**src/rtl/bldc_pkg.sv**
```systemverilog
// Shared types and helpers for the six-step BLDC commutator: FSM state
// encodings, hall-code decode and the sector-to-phase drive table.
package bldc_pkg;

   localparam logic [2:0] STATE_IDLE  = 3'd0;
   localparam logic [2:0] STATE_DEAD  = 3'd1;
   localparam logic [2:0] STATE_RUN   = 3'd2;
   localparam logic [2:0] STATE_BRAKE = 3'd3;
   localparam logic [2:0] STATE_FAULT = 3'd4;

   typedef enum logic [2:0] {
      ST_IDLE  = STATE_IDLE,
      ST_DEAD  = STATE_DEAD,
      ST_RUN   = STATE_RUN,
      ST_BRAKE = STATE_BRAKE,
      ST_FAULT = STATE_FAULT
   } state_t;

   typedef logic [2:0] sector_t;

   typedef struct packed {
      logic    valid;
      sector_t sector;
   } hall_dec_t;

   typedef struct packed {
      logic [2:0] hi;
      logic [2:0] lo;
   } pattern_t;

   // One-hot phase masks in {R,S,T} bit order
   localparam logic [2:0] PH_R = 3'b100;
   localparam logic [2:0] PH_S = 3'b010;
   localparam logic [2:0] PH_T = 3'b001;

   function automatic hall_dec_t hall_to_sector(input logic [2:0] code);
      hall_dec_t d;
      d.valid  = 1'b1;
      d.sector = 3'd0;
      case (code)
         3'b101:  d.sector = 3'd0;
         3'b100:  d.sector = 3'd1;
         3'b110:  d.sector = 3'd2;
         3'b010:  d.sector = 3'd3;
         3'b011:  d.sector = 3'd4;
         3'b001:  d.sector = 3'd5;
         default: d.valid  = 1'b0;
      endcase
      return d;
   endfunction

   // Reverse rotation drives the pattern three sectors ahead
   function automatic pattern_t sector_pattern(input sector_t sector, input logic dir);
      sector_t  s;
      pattern_t p;
      s = sector;
      if (dir) s = (sector >= 3'd3) ? sector - 3'd3 : sector + 3'd3;
      p.hi = 3'b000;
      p.lo = 3'b000;
      case (s)
         3'd0: begin p.hi = PH_R; p.lo = PH_S; end
         3'd1: begin p.hi = PH_R; p.lo = PH_T; end
         3'd2: begin p.hi = PH_S; p.lo = PH_T; end
         3'd3: begin p.hi = PH_S; p.lo = PH_R; end
         3'd4: begin p.hi = PH_T; p.lo = PH_R; end
         3'd5: begin p.hi = PH_T; p.lo = PH_S; end
         default: ;
      endcase
      return p;
   endfunction

endpackage

```
**src/rtl/bldc_hall_filter.sv**
```systemverilog
// Hall input synchronizer plus stability filter: a new code is accepted only
// after HALL_FILT consecutive identical synchronized samples.
module bldc_hall_filter
   import bldc_pkg::*;
#(
   parameter int HALL_FILT = 4
) (
   input  logic       clk,
   input  logic       rst_n,
   input  logic [2:0] hall,
   output logic [2:0] code,
   output logic       changed
);

   localparam int CW = $clog2(HALL_FILT + 1);
   localparam logic [CW-1:0] RUN_MAX = CW'(HALL_FILT);

   logic [2:0]    sync1_q, sync2_q, last_q, code_q, code_d;
   logic [CW-1:0] run_q, run_d;
   logic          changed_q, changed_d;

   always_comb begin
      run_d     = CW'(1);
      code_d    = code_q;
      changed_d = 1'b0;
      if (sync2_q == last_q) run_d = (run_q == RUN_MAX) ? run_q : run_q + 1'b1;
      if (run_d == RUN_MAX && sync2_q != code_q) begin
         code_d    = sync2_q;
         changed_d = 1'b1;
      end
   end

   always_ff @(posedge clk or negedge rst_n) begin
      if (!rst_n) begin
         sync1_q   <= 3'b000;
         sync2_q   <= 3'b000;
         last_q    <= 3'b000;
         run_q     <= '0;
         code_q    <= 3'b000;
         changed_q <= 1'b0;
      end else begin
         sync1_q   <= hall;
         sync2_q   <= sync1_q;
         last_q    <= sync2_q;
         run_q     <= run_d;
         code_q    <= code_d;
         changed_q <= changed_d;
      end
   end

   assign code    = code_q;
   assign changed = changed_q;

endmodule

```
**src/rtl/bldc_commutator.sv**
```systemverilog
// Six-step hall-commutated gate controller: PWM chops the active high side,
// every pattern change passes through an all-off dead interval.
module bldc_commutator
   import bldc_pkg::*;
#(
   parameter int PWM_BITS     = 8,
   parameter int DEAD_CYCLES  = 27,
   parameter int HALL_FILT    = 4,
   parameter int STALL_CYCLES = 2_700_000
) (
   input  logic                clk,
   input  logic                rst_n,
   input  logic                enable,
   input  logic                dir,
   input  logic                brake,
   input  logic [PWM_BITS-1:0] duty,
   input  logic [2:0]          hall,
   output logic [2:0]          hin,
   output logic [2:0]          lin_n,
   output logic [2:0]          state,
   output logic                fault
);

   localparam int DEAD_W  = $clog2(DEAD_CYCLES + 1);
   localparam int STALL_W = $clog2(STALL_CYCLES + 1);
   localparam logic [DEAD_W-1:0]   DEAD_LOAD  = DEAD_W'(DEAD_CYCLES - 1);
   localparam logic [STALL_W-1:0]  STALL_LAST = STALL_W'(STALL_CYCLES - 1);
   localparam logic [PWM_BITS-1:0] PWM_TOP    = PWM_BITS'((1 << PWM_BITS) - 2);

   logic [2:0]          hall_code;
   logic                hall_changed;
   hall_dec_t           dec;
   pattern_t            pat;
   logic                pwm_on;

   state_t              state_q, state_d;
   logic [PWM_BITS-1:0] pwm_cnt_q, pwm_cnt_d, duty_q, duty_d;
   logic [DEAD_W-1:0]   dead_q, dead_d;
   logic [STALL_W-1:0]  stall_q, stall_d;
   sector_t             run_sector_q, run_sector_d;
   logic                run_dir_q, run_dir_d, dir_q;
   logic [2:0]          hin_q, hin_d, lin_n_q, lin_n_d;
   logic                fault_q, fault_d;

   bldc_hall_filter #(.HALL_FILT(HALL_FILT)) u_hall_filter (
      .clk     (clk),
      .rst_n   (rst_n),
      .hall    (hall),
      .code    (hall_code),
      .changed (hall_changed)
   );

   // RUN drives from the sector/dir latched at DEAD expiry, so a fresh hall
   // code can never reach the gates without first passing through DEAD.
   assign dec    = hall_to_sector(hall_code);
   assign pat    = sector_pattern(run_sector_q, run_dir_q);
   assign pwm_on = (pwm_cnt_q < duty_q);

   always_comb begin
      pwm_cnt_d = (pwm_cnt_q == PWM_TOP) ? '0 : pwm_cnt_q + 1'b1;
      duty_d    = (pwm_cnt_q == '0) ? duty : duty_q;
   end

   always_comb begin
      state_d      = state_q;
      dead_d       = dead_q;
      stall_d      = '0;
      run_sector_d = run_sector_q;
      run_dir_d    = run_dir_q;
      if (state_q != ST_FAULT && !enable) begin
         state_d = ST_IDLE;
      end else if ((state_q == ST_DEAD || state_q == ST_RUN || state_q == ST_BRAKE) && !dec.valid) begin
         state_d = ST_FAULT;
      end else if (state_q == ST_RUN && duty_q != '0 && stall_q >= STALL_LAST) begin
         state_d = ST_FAULT;
      end else begin
         case (state_q)
            ST_IDLE: begin
               if (enable && dec.valid) begin
                  state_d = ST_DEAD;
                  dead_d  = DEAD_LOAD;
               end
            end
            ST_DEAD: begin
               if (hall_changed || dir != dir_q) begin
                  dead_d = DEAD_LOAD;
               end else if (dead_q == '0) begin
                  state_d      = brake ? ST_BRAKE : ST_RUN;
                  run_sector_d = dec.sector;
                  run_dir_d    = dir;
               end else begin
                  dead_d = dead_q - 1'b1;
               end
            end
            ST_RUN: begin
               if (dec.sector != run_sector_q || dir != run_dir_q || brake) begin
                  state_d = ST_DEAD;
                  dead_d  = DEAD_LOAD;
               end else if (duty_q != '0 && stall_q != {STALL_W{1'b1}}) begin
                  stall_d = stall_q + 1'b1;
               end else begin
                  stall_d = stall_q;
               end
            end
            ST_BRAKE: begin
               if (!brake) begin
                  state_d = ST_DEAD;
                  dead_d  = DEAD_LOAD;
               end
            end
            ST_FAULT: begin
               if (!enable) state_d = ST_IDLE;
            end
            default: state_d = ST_IDLE;
         endcase
      end
   end

   always_comb begin
      hin_d   = 3'b000;
      lin_n_d = 3'b111;
      fault_d = (state_d == ST_FAULT);
      case (state_q)
         ST_RUN: begin
            hin_d   = pat.hi & {3{pwm_on}};
            lin_n_d = ~pat.lo;
         end
         ST_BRAKE: lin_n_d = 3'b000;
         default: ;
      endcase
   end

   always_ff @(posedge clk or negedge rst_n) begin
      if (!rst_n) begin
         state_q      <= ST_IDLE;
         pwm_cnt_q    <= '0;
         duty_q       <= '0;
         dead_q       <= '0;
         stall_q      <= '0;
         run_sector_q <= 3'd0;
         run_dir_q    <= 1'b0;
         dir_q        <= 1'b0;
         hin_q        <= 3'b000;
         lin_n_q      <= 3'b111;
         fault_q      <= 1'b0;
      end else begin
         state_q      <= state_d;
         pwm_cnt_q    <= pwm_cnt_d;
         duty_q       <= duty_d;
         dead_q       <= dead_d;
         stall_q      <= stall_d;
         run_sector_q <= run_sector_d;
         run_dir_q    <= run_dir_d;
         dir_q        <= dir;
         hin_q        <= hin_d;
         lin_n_q      <= lin_n_d;
         fault_q      <= fault_d;
      end
   end

   assign hin   = hin_q;
   assign lin_n = lin_n_q;
   assign state = state_q;
   assign fault = fault_q;

endmodule

```
**config.mk**
```make
export PLATFORM = sky130hd
export DESIGN_NAME = bldc_commutator
export DESIGN_NICKNAME = d
export VERILOG_FILES = /design/src/rtl/bldc_pkg.sv /design/src/rtl/bldc_hall_filter.sv /design/src/rtl/bldc_commutator.sv
export SDC_FILE = /design/constraint.sdc
export NUM_CORES = 1
export LEC_CHECK = 0
export ABC_AREA = 1
export CORE_MARGIN = 3
export CORE_UTILIZATION = 30
export DETAILED_ROUTE_END_ITERATION = 7
export REMOVE_ABC_BUFFERS = 1
export SYNTH_ARGS = -nofsm -noshare
export SYNTH_HDL_FRONTEND = slang
export SYNTH_SLANG_ARGS = --single-unit
```
**constraint.sdc**
```tcl
create_clock -name clk -period 2.1 [get_ports clk]
set_clock_uncertainty 0.2 [all_clocks]
set_input_delay 0.42 -clock clk [delete_from_list [all_inputs] [get_ports clk]]
set_output_delay 0.42 -clock clk [all_outputs]
set_load 0.01 [all_outputs]
```
Yosys cells after proc, flatten, opt, wreduce, memory -nomap -nowiden. Index checks and enable logic that the tools add are counted. W data, S select, Z words.

Output and inout bits: 10. Flip-flop bits (word level): 74. Logic and storage cells: 120. Bits of input ports: 16.

$add $sub $neg: 6. Reductions and logical operators: 23. Order comparisons: 3. Equality and inequality tests: 31. Bitwise gates (word level): 6. Mux-type cells: 34.

Operator list (count): $mux W22 (6); $mux W3 (14); $pmux W6 S6 (1); $pmux W3 S5 (2); $eq A3 B3 Y1 const B (9); $mux W5 (5); $add A22 B1 Y22 const B (1); $ge A22 B22 Y1 const B (1); $ne A22 B22 Y1 const B (1); $pmux W5 S4 (1); $eq A3 B2 Y1 const B (6); $eq A3 B1 Y1 const B (3); $add A8 B1 Y8 const B (1); $eq A8 B8 Y1 const B (1); $logic_not A8 Y1 (1); $lt A8 B8 Y1 (1); $mux W8 (1); $reduce_and A8 Y1 (1); $reduce_bool A8 Y1 (1); $logic_and A1 B1 Y1 (7); $logic_not A3 Y1 (2); $ne A3 B3 Y1 (2); $ne A3 B3 Y1 const B (2); $ne A6 B2 Y1 const B (1); other kinds (20) (32).

Longest topological paths before layout. Gate-level depths: netlist (run 1).

Depth after elaboration: 11. Depth in mapped cells: 13. Mapped depth without buffers: 13.

By module. From an unflattened synthesis (run 1), not the netlist that was laid out.

Cells, all modules: 558. Area total of the unflattened synthesis: 4217.8 um^2.

By module, submodules not included: bldc_commutator (area each 3507.1 um^2, cells an instance 481, instances 1, seq. area each 1455.1 um^2); bldc_hall_filter (area each 710.7 um^2, cells an instance 77, instances 1, seq. area each 400.4 um^2).

Least setup slack after synthesis (run 1). OpenSTA, ideal clock, no wires.

Path kind: register -> register. Start: register run_sector_q[0]. End: register lin_n_q[2], in the netlist lin_n[2]. Stages on the path, launching flop included: 12. Path buffers: 0. Clock period less this slack: 1.898 ns. Path slack: 0.202 ns. Required time: 1.839 ns. Library setup time: 0.061 ns. Arrival time: 1.637 ns. Path through: dfrtp_1 -> ha_1 -> ha_1 -> inv_1 -> nand3_1 -> o21ai_0 -> nand2_1 -> o21ai_0 -> inv_1 -> a21oi_1 -> o21ai_0 -> nand2_1.

Cells in the longest elaborated chain, start to end: 7. Elaborated cells between the ends (all ways): 14. Those cells by class: add/sub (2); order compare (1); eq/ne (5); mux (4); bitwise (1); reduce/logical (1).

Ends and longest elaborated chain: from (decl) (RTL line bldc_commutator.sv:40) `sector_t run_sector_q, run_sector_d;`; from (signal assigned) (RTL line bldc_commutator.sv:152) `run_sector_q <= run_sector_d;`; $add A3 B2 Y3, or another cell as far along (RTL line bldc_pkg.sv:57) `if (dir) s = (sector >= 3'd3) ? sector - 3'd3 : sector + 3'd3;`; $mux W3 (RTL line bldc_pkg.sv:57); $mux W3 * (RTL line bldc_pkg.sv:57); $eq A3 B3 Y1, or another cell as far along (RTL line bldc_pkg.sv:60) `case (s)`; $pmux W6 S6 * (RTL line bldc_pkg.sv:60); $not A3 Y3 * (RTL line bldc_commutator.sv:126) `lin_n_d = ~pat.lo;`; $pmux W3 S2 * (RTL line bldc_commutator.sv:123) `case (state_q)`; via lin_n_d[2] (RTL line bldc_commutator.sv:42) `logic [2:0] hin_q, hin_d, lin_n_q, lin_n_d;`; to (signal assigned) (RTL line bldc_commutator.sv:156) `lin_n_q <= lin_n_d;`; to (decl) (RTL line bldc_commutator.sv:42).

The timed path passes the listed nets; every way through them passes the cells marked *. A chain may end at the register's enable or synchronous reset.

Final worst setup path (run 1).
Start: register lin_n_q[0], in the netlist lin_n[0]. End: output port lin_n[0].

RTL lines: to (decl) (RTL line bldc_commutator.sv:19) `output logic [2:0] lin_n,`.

No word-level cell between the ends.

==> impl_metrics.yaml, run 1 <==
outcome:
  status: "finished, final reports clean"
routing:
  ant_nets: 0
  post_drt_wl_per_cell_um: 12.63
  wirelength_um: 10300
  top_layer: "met4"
  m1WireLength_um: 4635
  vias: 3967
  vias_per_cell: 4.867
  drcViolationCount: 0
  drtIter0Drc: 309
  dr_wl_met3_um: 530
  met2_length_um: 4973
  firstDrtPassIters: 6
critical_path:
  cp_data_required_time_ns: 1.48
  path_delay_family: "buffers and inverters"
  start_kind: "flop"
  worstPathArrival_ns: 1.38
  cp.buffers_inverters: 1
  slowest_stage: "clkdlybuf4s50_1"
  end_kind: "primary output"
  path_cells: "clkdlybuf4s50_1"
  slowest_delay_ns: 0.53
  path_class: "flop to primary output"
  critical_path.max_fanout: 1
cts:
  cts_buffers: 9
  clkTransAtPathRegs_ns: 0.06
  cts_tree: "yes"
  htree_levels: 3
  clk_latency_ns: 0.35
  clock-sinks: 74
  clockRootBuffer: "clkbuf_16"
  cts_buffer_depth: 2
pwr:
  p_comb_share_pct: 10.5
  p_seq_share_pct: 44.1
  clkPwrFrac_pct: 45.4
  sw_frac_of_total_pct: 25.38
  switchingPower_uw: 880.3
  ir_worst_vdd_uv: 368.2
  power.density_nw_per_um2: 635.6
  leakage_nw: 2.583
  p_int_mw: 2.589
final_layout:
  syn_to_final_growth_pct: 24.84
  design_area_um2: 5458
  multi_input_area_um2: 2210
  final.fill_count: 1427
  drive_gt1_share_pct: 15.28
  fin_nets: 663
  n_antenna_cell: 0
  regArea_um2: 1859
sta:
  slew_headroom_pct: 70.22
  worst_pin_slew_ns: 0.4467
  timing.final.max_slew_violations: 0
  hold_viol_final: 0
  rsz0062_at_grt: "true"
  fin_setup_tns_ns: 0
  setup_violations: 0
  fin_crit_ns: 2.005
  fin_hold_ws_ns: 0.1467
  timing.fmax_mhz: 498.8
  fin_crit_sh_pct: 95.47
synthesis:
  synth_ff_type: "dfrtp_1"
  muxShareOfSynthArea_pct: 0
  synth-xor-area-share_pct: 4.007
  synth_common_cells: "134 x nand2_1, 71 x dfrtp_1, 69 x inv_1"
  ys_warn_count: 0
  async_flop_share_pct: 100.0
  yosysSeqAreaShare_pct: 42.44
  synth_compound_area_share_pct: 6.468
  yosysTopAreaCell: "dfrtp_1"
  synth.distinct_cells: 34
  synth_edf_count: 0
  synth-simple-area-share_pct: 33.89
  synth_top_family_by_area: "simple AND/OR/NAND/NOR gates"
  yosysMostFrequentCell: "nand2_1"
  synth_top_area_share_pct: 40.64
  synth_area_um2: 4372
  yosys-top-cells-area: "dfrtp_1 41%, nand2_1 12%, inv_1 5.9%"
  synthCells: 571
  synth.avg_cell_area_um2: 7.656
  synthAdderAreaFrac_pct: 4.865
  ys_ff_latch: 74
placement:
  port_buffers: 25
  place_area_um2: 5046
  place_hpwl_um: 7696
  gp_congestion: 0.9315
global_route:
  antenna_found_initial: 0
  grt_overflow: 0
  grt_pass1_vias: 3880
  groute.usage.overall_pct: 13.68
  grt_pass1_wl_um: 18000
  grt_max_degree: 44
floorplan:
  die_w_um: 126.7
  rows: 43
  die_h_um: 126.7
  core_um2: 14040
  ios: 26
  initial_core_util_pct: 31.13
  dieArea_um2: 16060
run:
  drv_cap: 0
hold_path:
  min_path_type: "flop to flop"
## state kept, by name, indices dropped and copies added, names as in the netlist, 5 cells and up
name and flops:
stall_q 22, duty_q 8, pwm_cnt_q 8, dead_q 5
## layout make-up
type | instances | share of cell area, %
Clock buffer | 10 | 4.379
Clock inverter | 6 | 1.192
Inverter | 74 | 5.112
Multi-Input combinational cell | 411 | 40.49
Sequential cell | 74 | 34.07
Tap cell | 180 | 4.127
Timing Repair Buffer | 60 | 10.64
## through the flow
step / util (%) / std cells / power (mW) / worst slack, ns
3_5_place_dp: 35.94 / 795 / 1.911 / -0.2405
4_1_cts: 38.17 / 812 / 3.510 / 0.002347
3_3_place_gp: 35.94 / 795 / 1.902 / -0.1763
6_report: 38.87 / 815 / 3.469 / 0.09510
2_1_floorplan: - / 559 / 1.764 / -1.062
5_1_grt: 38.87 / 815 / 3.634 / -0.01530
## cell usage in the layout (no fill, tap or decap), drive strengths merged
cell / instances
nand2: 142
inv: 74
nor2: 74
dfrtp: 71
nand3: 43
nand4: 41
buf: 35
a21oi: 30
clkdlybuf4s50: 23
o21ai: 18
ha: 17
nor3: 14
xor2: 12
clkbuf: 10
xnor2: 8
clkinv: 4
nor4: 3
dfstp: 3
o22ai: 2
or2: 2
nor3b: 1
o21bai: 1
a311oi: 1
a211oi: 1
a31oi: 1
bufinv: 1
clkinvlp: 1
dlygate4sd3: 1
dlymetal6s2s: 1
## repair_timing
action,CTS,global route
setup buffers,0,3
resized for setup,0,29
hold buffers,1,0
endpoints found under the hold margin,31,0
setup endpoints to repair,0,39
## logic make-up (layout without fill, tap and decap cells)
logic type      count (synthesis)  in the layout
compound gates                 54             54
xor+xnor                       20             20
fa+ha+maj                      17             17
buf+inv                        86            150
flops                          74             74
simple gates                  320            320
## routing by layer
| layer | global-route usage, % | vias to the layer above |
|---|---|---|
| met2 | 22.60 | 114 |
| met4 | 4.669 | 0 |
| met5 | 0 | - |
| li1 | - | 1984 |
| met1 | 17.29 | 1856 |
| met3 | 3.747 | 13 |
## power groups by stage
stage,registers (mW),logic (mW),clock network (mW)
floorplan,1.54,0.219,0
global placement,1.55,0.349,0
detailed placement,1.55,0.357,0
CTS,1.53,0.359,1.62
global route,1.54,0.420,1.68
finish,1.53,0.364,1.57
## final timing paths
| kind | cells past startpoint | start | to | slack, ns |
|---|---|---|---|---|
| setup / recovery | 1 | lin_n[0] | lin_n[0] | 0.1 |
| min in group asynchronous | 2 | rst_n | dead_q[3] | 0.37 |
| hold reg to reg | 0 | u_hall_filter.sync1_q[0] | u_hall_filter.sync2_q[0] | 0.15 |
| hold / removal | 0 | u_hall_filter.sync1_q[0] | u_hall_filter.sync2_q[0] | 0.15 |
| max in group asynchronous | 3 | rst_n | lin_n[1] | 0.71 |
| setup reg to reg | 10 | stall_q[0] | stall_q[16] | 0.1 |
Power figures use the tool's default switching activity.
==> run 2, diff against run 1 <==
--- a/config.mk
+++ b/config.mk
@@ -10,6 +10,7 @@
 export CORE_UTILIZATION = 30
 export DETAILED_ROUTE_END_ITERATION = 7
 export REMOVE_ABC_BUFFERS = 1
+export SLEW_MARGIN = 10
 export SYNTH_ARGS = -nofsm -noshare
 export SYNTH_HDL_FRONTEND = slang
 export SYNTH_SLANG_ARGS = --single-unit
==> results of run 2 <==
No change in the layout: final DEF, timing and power equal those of run 1.
==> run 3, diff against run 2 <==
--- a/config.mk
+++ b/config.mk
@@ -9,8 +9,8 @@
 export CORE_MARGIN = 3
 export CORE_UTILIZATION = 30
 export DETAILED_ROUTE_END_ITERATION = 7
+export DONT_BUFFER_PORTS = 1
 export REMOVE_ABC_BUFFERS = 1
-export SLEW_MARGIN = 10
 export SYNTH_ARGS = -nofsm -noshare
 export SYNTH_HDL_FRONTEND = slang
 export SYNTH_SLANG_ARGS = --single-unit
==> impl_metrics.yaml, run 3 (synthesis gave the netlist of run 1 again) <==
outcome:
  status: "finished with violations"
  violations: "negative hold slack"
placement:
  port_buffers: 0
  place_area_um2: 4698
  place_ws_ns: 0.04883
  place_hpwl_um: 7228
  gp_congestion: 0.8730
critical_path:
  r2r_setup_slack_ns: 0.1
  slowest_delay_ns: 0.38
  crit_cells: 11
  end_kind: "flop"
  path_cells: "ha_1 -> ha_1 -> inv_1 -> nand3_1 -> o21ai_0 -> nand2_1 -> o21ai_2 -> inv_2 -> a21oi_1 -> o21ai_0 -> nand2_1"
  path_delay_family: "compound AO/OA/AOI/OAI gates"
  worstPathArrival_ns: 2.08
  reg2reg_depth: 11
  start_kind: "flop"
  critical_path.max_fanout: 5
  cp.buffers_inverters: 2
  path_class: "flop to flop"
  slowest_stage: "dfrtp_1"
  cp_data_required_time_ns: 2.18
cts:
  clock-sinks: 74
  holdBufCountCts: 4
  cts_buffer_depth: 2
  cts_tree: "yes"
  cts_buffers: 9
  htree_levels: 3
  clk_latency_ns: 0.33
  clockRootBuffer: "clkbuf_16"
  clkTransAtPathRegs_ns: 0.06
global_route:
  groute.usage.overall_pct: 12.86
  antenna_found_initial: 0
  grt_pass1_wl_um: 16970
  grt_pass1_vias: 3702
  busiest_layer: "met2"
  grt_overflow: 0
  grt_max_degree: 75
  grt_use_met2_pct: 21.67
  met1_usage_pct: 16.05
  met3_usage_pct: 3.200
sta:
  timing.fmax_mhz: 498.9
  worst_pin_slew_ns: 0.4496
  setup_violations: 0
  rsz0062_at_grt: "true"
  setup_ws_ns: 0.09561
  fin_crit_sh_pct: 95.45
  fin_hold_ws_ns: -0.4206
  hold_viol_final: 74
  fin_crit_ns: 2.004
  fin_setup_tns_ns: 0
  timing.final.max_slew_violations: 0
  slew_headroom_pct: 69.79
final_layout:
  final_cell_mix: "134 x nand2_1, 70 x dfrtp_1, 67 x inv_1"
  final_common_cell: "nand2_1"
  top_register: "stall_q"
  syn_to_final_growth_pct: 17.72
  design_area_um2: 5146
  drive_gt1_share_pct: 14.38
  n_antenna_cell: 0
  fin_nets: 633
  largest_register_ffs: 22
  reg.largest.list: "stall_q (22), duty_q (8), pwm_cnt_q (8)"
routing:
  vias_per_cell: 4.987
  drtIter0Drc: 294
  post_drt_wl_per_cell_um: 13.00
  vias: 3915
  wirelength_um: 10210
  ant_nets: 0
  firstDrtPassIters: 6
  drcViolationCount: 0
floorplan:
  core_um2: 14040
  rows: 43
  dieArea_um2: 16060
  die_w_um: 126.7
  initial_core_util_pct: 31.13
  ios: 26
  die_h_um: 126.7
run:
  drv_cap: 0
pwr:
  ir_worst_vdd_uv: 346.9
  p_total_mw: 3.405
  leakage_nw: 2.439
  power.density_nw_per_um2: 661.7
hold_path:
  min_path_type: "input pin to asynchronous set/reset pin"
[run 3: path summary, 6_finish.rpt]
check	startpoint	to
setup / recovery	run_sector_q[0]	lin_n[2]
min in group clk	dir	run_dir_q
hold / removal	rst_n	u_hall_filter.changed
max in group asynchronous	rst_n	lin_n[0]
hold reg to reg	u_hall_filter.sync1_q[0]	u_hall_filter.sync2_q[0]
setup reg to reg	run_sector_q[0]	lin_n[2]
[run 3: layer usage]
metal,up-vias,wire length (um)
li1,1930,-
met1,1845,4536
met2,119,5006
met3,21,457
met4,0,204
met5,-,0
[run 3: area by class of cell]
class / count / area [um^2]
flip-flops and latches: 74 / 1857
clock inverters: 6 / 71.32
well taps: 180 / 225.2
inverters: 74 / 281.5
fillers: 1414 / 8896
repair buffers: 30 / 272.8
multi-input cells: 411 / 2200
clock buffers: 10 / 239.0
[run 3: power by group]
part | total (mW) | leakage, nW | switching, mW | internal [mW]
logic | 0.293 | 1.34 | 0.176 | 0.118
clock network | 1.58 | 0.146 | 0.618 | 0.964
registers | 1.53 | 0.957 | 0.0470 | 1.48
total | 3.41 | 2.44 | 0.841 | 2.56
[run 3: what timing repair did]
item,in CTS,in global routing
endpoints found under the hold margin,78,74
setup endpoints to repair,0,38
resized for setup,0,23
buffers inserted,0,4
[run 3: through the flow]
step | utilization [%] | cells
6_report | 36.65 | 785
5_1_grt | 36.65 | 785
4_1_cts | 35.95 | 780
3_5_place_dp | 33.46 | 760
3_3_place_gp | 33.46 | 760
2_1_floorplan | - | 559
